--- config.mk ---
export PLATFORM = sky130hd
export DESIGN_NAME = imem_loader_flat
export DESIGN_NICKNAME = d
export VERILOG_FILES = /design/src/rtl/imem_loader_if.sv /design/src/rtl/imem_loader.sv /design/src/flat_wrapper.sv
export SDC_FILE = /design/constraint.sdc
export NUM_CORES = 1
export LEC_CHECK = 0
export ABC_AREA = 1
export CAP_MARGIN = 20
export CORE_MARGIN = 5
export CORE_UTILIZATION = 50
export CTS_CLUSTER_SIZE = 28
export DETAILED_ROUTE_END_ITERATION = 12
export GPL_TIMING_DRIVEN = 0
export PLACE_DENSITY = 0.86
export SYNTH_ARGS = -nofsm -noshare
export SYNTH_HDL_FRONTEND = slang
export SYNTH_SLANG_ARGS = --single-unit
--- constraint.sdc ---
create_clock -name clk -period 4.15 [get_ports clk]
set_input_delay 1.245 -clock clk [delete_from_list [all_inputs] [get_ports clk]]
set_output_delay 1.245 -clock clk [all_outputs]
set_load 0.02 [all_outputs]
--- src/rtl/imem_loader_if.sv ---
// Stream-in / byte-write-out bundle for the boot-time instruction memory loader.
interface imem_loader_if #(
  parameter int DEPTH = 32
);
  localparam int AW = $clog2(DEPTH);

  logic          start;
  logic          in_valid;
  logic [31:0]   in_data;
  logic          in_last;
  logic          in_ready;
  logic          mem_we;
  logic [AW-1:0] mem_addr;
  logic [7:0]    mem_wdata;
  logic          core_hold;
  logic          load_done;
  logic          overflow;
  logic [31:0]   checksum;

  modport master (
    output start, in_valid, in_data, in_last,
    input  in_ready, mem_we, mem_addr, mem_wdata,
    input  core_hold, load_done, overflow, checksum
  );

  modport slave (
    input  start, in_valid, in_data, in_last,
    output in_ready, mem_we, mem_addr, mem_wdata,
    output core_hold, load_done, overflow, checksum
  );
endinterface

--- src/rtl/imem_loader.sv ---
// Splits 32-bit boot words into little-endian byte writes and holds the core until loaded.
// Optional running word sum on bus.checksum when IMEM_LOADER_CHECKSUM_EN is defined.
//
// state   | meaning
// --------+------------------------------------------------------------
// S_IDLE  | after reset; core held, waiting for start
// S_LOAD  | in_ready high, waiting for the next word
// S_WRITE | emitting the four bytes of the latched word, one per cycle
// S_DONE  | image complete (or overflowed); core released
module imem_loader #(
  parameter int ADD_WIDTH = 8,
  parameter int DEPTH     = 32
) (
  input  logic         clk,
  input  logic         reset_n,
  imem_loader_if.slave bus
);
  localparam int AW = $clog2(DEPTH);

  typedef enum logic [1:0] {
    S_IDLE  = 2'd0,
    S_LOAD  = 2'd1,
    S_WRITE = 2'd2,
    S_DONE  = 2'd3
  } state_t;

  state_t                r_state;
  state_t                w_state_nx;
  logic [AW-1:0]         r_addr;
  logic [AW-1:0]         w_addr_nx;
  logic [1:0]            r_idx;
  logic [1:0]            w_idx_nx;
  logic [31:0]           r_word;
  logic [31:0]           w_word_nx;
  logic                  r_last;
  logic                  w_last_nx;
  logic                  r_ovf;
  logic                  w_ovf_nx;
  logic [ADD_WIDTH-1:0]  w_byte_nx;

  logic                  r_in_ready;
  logic                  r_mem_we;
  logic [ADD_WIDTH-1:0]  r_mem_wdata;
  logic                  r_core_hold;
  logic                  r_load_done;

  always_comb begin
    w_state_nx = r_state;
    w_addr_nx  = r_addr;
    w_idx_nx   = r_idx;
    w_word_nx  = r_word;
    w_last_nx  = r_last;
    w_ovf_nx   = r_ovf;
    case (r_state)
      S_IDLE, S_DONE: begin
        if (bus.start) begin
          w_state_nx = S_LOAD;
          w_addr_nx  = '0;
          w_ovf_nx   = 1'b0;
        end
      end
      S_LOAD: begin
        if (bus.in_valid && r_in_ready) begin
          w_word_nx  = bus.in_data;
          w_last_nx  = bus.in_last;
          w_idx_nx   = 2'd0;
          w_state_nx = S_WRITE;
        end
      end
      S_WRITE: begin
        w_addr_nx = r_addr + 1'b1;
        w_idx_nx  = r_idx + 1'b1;
        if (r_idx == 2'd3) begin
          // in_last wins over a wrap: a full image ending exactly at DEPTH is not an overflow
          if (r_last) begin
            w_state_nx = S_DONE;
          end else if (r_addr == AW'(DEPTH - 1)) begin
            w_state_nx = S_DONE;
            w_ovf_nx   = 1'b1;
          end else begin
            w_state_nx = S_LOAD;
          end
        end
      end
      default: w_state_nx = S_IDLE;
    endcase
    w_byte_nx = w_word_nx[{w_idx_nx, 3'b000} +: ADD_WIDTH];
  end

  always_ff @(posedge clk or negedge reset_n) begin
    if (!reset_n) begin
      r_state <= S_IDLE;
      r_addr  <= '0;
      r_idx   <= 2'd0;
      r_word  <= '0;
      r_last  <= 1'b0;
      r_ovf   <= 1'b0;
    end else begin
      r_state <= w_state_nx;
      r_addr  <= w_addr_nx;
      r_idx   <= w_idx_nx;
      r_word  <= w_word_nx;
      r_last  <= w_last_nx;
      r_ovf   <= w_ovf_nx;
    end
  end

  // Outputs are registered from next-state so they line up with the state they describe.
  always_ff @(posedge clk or negedge reset_n) begin
    if (!reset_n) begin
      r_in_ready  <= 1'b0;
      r_mem_we    <= 1'b0;
      r_mem_wdata <= '0;
      r_core_hold <= 1'b1;
      r_load_done <= 1'b0;
    end else begin
      r_in_ready  <= (w_state_nx == S_LOAD);
      r_mem_we    <= (w_state_nx == S_WRITE);
      r_mem_wdata <= w_byte_nx;
      r_core_hold <= (w_state_nx != S_DONE);
      r_load_done <= (w_state_nx == S_DONE);
    end
  end

  assign bus.in_ready  = r_in_ready;
  assign bus.mem_we    = r_mem_we;
  assign bus.mem_addr  = r_addr;
  assign bus.mem_wdata = r_mem_wdata;
  assign bus.core_hold = r_core_hold;
  assign bus.load_done = r_load_done;
  assign bus.overflow  = r_ovf;

`ifdef IMEM_LOADER_CHECKSUM_EN
  logic        w_accept;
  logic        w_clear;
  logic [31:0] r_checksum;

  assign w_accept = (r_state == S_LOAD) && bus.in_valid && r_in_ready;
  assign w_clear  = bus.start && ((r_state == S_IDLE) || (r_state == S_DONE));

  always_ff @(posedge clk or negedge reset_n) begin
    if (!reset_n) begin
      r_checksum <= '0;
    end else if (w_clear) begin
      r_checksum <= '0;
    end else if (w_accept) begin
      r_checksum <= r_checksum + bus.in_data;
    end
  end

  assign bus.checksum = r_checksum;
`else
  assign bus.checksum = '0;
`endif

endmodule

--- src/flat_wrapper.sv ---
// flat-port wrapper written by rule: the top's interface ports become plain ports
module imem_loader_flat 
#(
  parameter int ADD_WIDTH = 8,
  parameter int DEPTH     = 32
)
  (clk, reset_n, bus_start, bus_in_valid, bus_in_data, bus_in_last, bus_in_ready, bus_mem_we, bus_mem_addr, bus_mem_wdata, bus_core_hold, bus_load_done, bus_overflow, bus_checksum);
  imem_loader_if #(.DEPTH(DEPTH)) bus_i ();
  input  logic clk;
  input  logic reset_n;
  input wire logic [$bits(bus_i.start)-1:0] bus_start;
  input wire logic [$bits(bus_i.in_valid)-1:0] bus_in_valid;
  input wire logic [$bits(bus_i.in_data)-1:0] bus_in_data;
  input wire logic [$bits(bus_i.in_last)-1:0] bus_in_last;
  output wire logic [$bits(bus_i.in_ready)-1:0] bus_in_ready;
  output wire logic [$bits(bus_i.mem_we)-1:0] bus_mem_we;
  output wire logic [$bits(bus_i.mem_addr)-1:0] bus_mem_addr;
  output wire logic [$bits(bus_i.mem_wdata)-1:0] bus_mem_wdata;
  output wire logic [$bits(bus_i.core_hold)-1:0] bus_core_hold;
  output wire logic [$bits(bus_i.load_done)-1:0] bus_load_done;
  output wire logic [$bits(bus_i.overflow)-1:0] bus_overflow;
  output wire logic [$bits(bus_i.checksum)-1:0] bus_checksum;
  assign bus_i.start = bus_start;
  assign bus_i.in_valid = bus_in_valid;
  assign bus_i.in_data = bus_in_data;
  assign bus_i.in_last = bus_in_last;
  assign bus_in_ready = bus_i.in_ready;
  assign bus_mem_we = bus_i.mem_we;
  assign bus_mem_addr = bus_i.mem_addr;
  assign bus_mem_wdata = bus_i.mem_wdata;
  assign bus_core_hold = bus_i.core_hold;
  assign bus_load_done = bus_i.load_done;
  assign bus_overflow = bus_i.overflow;
  assign bus_checksum = bus_i.checksum;
  imem_loader #(.ADD_WIDTH(ADD_WIDTH), .DEPTH(DEPTH)) u_core (.clk(clk), .reset_n(reset_n), .bus(bus_i));
endmodule
==> results.cfg <==
[placed_design]
hpwl_um = 4950
place.gp.congestion = 0.871
dp_slack_ps = 1710
port_buffers = 53
placed_area_um2 = 3780
dp_cells = 550

[clock_network]
clock_sinks = 55
clk_latency_ps = 320
cts_tree = done
cts_max_path_buffers = 2
numCtsBuffers = 5
holdBufCountCts = 0
htreeDepth = 2
clk_transition_reported_paths_ps = 100
ctsRootBufferMaster = clkbuf_8
cts_resized = 0
post-cts-setup-buffers = 0

[floorplanning]
die_area_um2 = 7700
coreArea_um2 = 5890
row_count = 28
die_w_um = 87.7
io_pins = 87
initial_utilization = 0.513
fp.dieH_um = 87.7

[worst_setup_path]
crit_type = reg2out
slowest_stage = clkdlybuf4s50_1
cp_max_fo = 1
critical_path.top_delay_family = buffers and inverters
worstPathArrival_ps = 1440
max_stage_delay_ps = 590
crit_required_ps = 2900
crit_buf_inv = 1
start_kind = register
critPathCaptureType = output port
path_cells = clkdlybuf4s50_1

[logic_synthesis]
ys_seq_area_frac = 0.456
syn_avg_cell_area_um2 = 7.75
synthesis.area_um2 = 3020
synth_seq_cells = 55
yosysUniqueCellTypes = 26
ys.warnings.count = 0
synth_cells = 390

[route]
drc = 0
vias_per_cell = 4.39
drt_iter0_markers = 174
drtPass1Iterations = 4
wire_per_inst_um = 11.4
ant_nets = 0
vias = 2451
routed_wl_um = 6350

[layout]
post-route-util = 0.661
stdcell_count = 558
antenna_cells = 0
finalNetCount = 524
syn2layout_area_growth_pct = 28.7
postLayoutCellArea_um2 = 3890
layout-drive-gt1-share = 0.130

[sta]
hold_viol = 0
tns_ps = 0
finClkSkew_ps = 10.0
fin_crit_sh = 0.646
layout_min_cycle_time_ps = 2680
rsz0062_at_grt = no
clock.fmax_mhz = 373
hold_ws_ps = 536
setup_viol = 0
setup_ws_ps = 1470
slew_viol_final = 0

[power]
leakagePower_nw = 2.19
finalPower_mw = 2.42
vdd_drop_max_v = 0.000330
p_per_area_nw_per_um2 = 623

[global_routing]
grt.total_usage = 0.177
grt.overflow.total = 0
grt_pass1_wl_um = 10700
antenna_found_initial = 0
grt_pass1_vias = 2437
grt_max_degree = 41

[outcome]
status = finished clean

[worst_hold_path]
hp-class = reg2reg

[job]
max_cap_violations = 0
layout by cell type (no fill, tap or decap), types with 5 or more instances in the layout:
cell type,netlist,layout
buf_4,36,36
o21ai_0,15,15
ha_1,5,5
clkdlybuf4s50_1,0,52
nand2_1,103,103
a21oi_1,5,5
dfrtp_1,54,54
inv_1,95,95
nand3_1,35,35
clkbuf_8,0,5
conb_1,1,32
nor2_1,7,7
nand4_1,9,9
area by class of cell:
class                      instances  area [um^2]
clock buffer                       5         68.8
buffer                            43          323
timing repair buffer              54          546
tap                               75         93.8
inverter                          95          357
sequential                        55         1380
fill                             491         2000
clock inverter                     3         43.8
multi-input combinational        228         1080
flip-flops by register name, indices dropped and copies added, names as in the netlist:
signal and flops:
u_core.r_state 2, u_core.bus.mem_wdata 8, u_core.bus.core_hold 1, u_core.r_word 32
u_core.r_last 1, u_core.r_idx 2, u_core.bus.overflow 1, u_core.bus.mem_we 1
u_core.bus.mem_addr 5, u_core.bus.in_ready 1, u_core.bus.load_done 1
report_power, final:
group / switching (mW) / internal [mW] / leakage (nW) / total, mW
combinational: 0.766 / 0.466 / 1.51 / 1.23
sequential: 0.0758 / 0.755 / 0.623 / 0.831
clock: 0.182 / 0.180 / 0.0581 / 0.362
per-layer routing:
layer  routed length, um  global-route usage
met3                 391              0.0329
met4                  87              0.0614
met2                3260               0.313
met5                   0                   0
met1                2610               0.216
path summary, 6_finish.rpt:
check	startpoint	to	slack [ps]	depth (start not counted)
worst max-delay path	u_core.bus.core_hold$_DFF_PN1_	bus_core_hold	1470	1
worst min register to register	u_core.bus.overflow$_DFFE_PN0P_	u_core.bus.overflow$_DFFE_PN0P_	540	2
max in group asynchronous	reset_n	u_core.r_word[19]$_DFF_PN0_	2780	2
worst min-delay path	u_core.bus.overflow$_DFFE_PN0P_	u_core.bus.overflow$_DFFE_PN0P_	540	2
worst max register to register	u_core.r_state[0]$_DFF_PN0_	u_core.bus.mem_wdata[5]$_DFF_PN0_	2270	9
min in group asynchronous	reset_n	u_core.bus.mem_wdata[6]$_DFF_PN0_	830	1
cell usage after synthesis:
master / n / area, um^2
buf_4: 36 / 270
nand4_1: 9 / 56.3
nand3_2: 1 / 10.0
nand2_2: 1 / 6.26
o21ai_0: 15 / 75.1
or2_2: 1 / 6.26
conb_1: 1 / 3.75
inv_1: 95 / 357
a21oi_1: 5 / 25.0
o21ai_2: 1 / 8.76
xor2_1: 1 / 8.76
buf_2: 3 / 15.0
nand3_1: 35 / 175
dfstp_2: 1 / 26.3
a21oi_4: 1 / 16.3
dfrtp_1: 54 / 1350
ha_1: 5 / 62.6
buf_6: 3 / 33.8
clkbuf_1: 1 / 3.75
nor2_2: 1 / 6.26
a32o_1: 2 / 20.0
nand2_4: 3 / 33.8
nand2_1: 103 / 387
nor2_1: 7 / 26.3
nand3_4: 1 / 17.5
o21ai_1: 4 / 20.0
tightest hold or removal path, cell delays in order (launching register included):
cell,delay (ps)
dfrtp_1,390
inv_1,50
a21oi_1,60
cell families (layout without fill, tap and decap cells):
group | Yosys count | after routing | synth area share
compound gates | 28 | 28 | 0.0547
xor+xnor | 1 | 1 | 0.00290
fa+ha+maj | 5 | 5 | 0.0207
buf+inv | 138 | 200 | 0.225
flops | 55 | 55 | 0.456
other cells | 1 | 32 | 0.00124
simple gates | 162 | 162 | 0.240
Note: power is estimated with default switching activity, not from simulation.
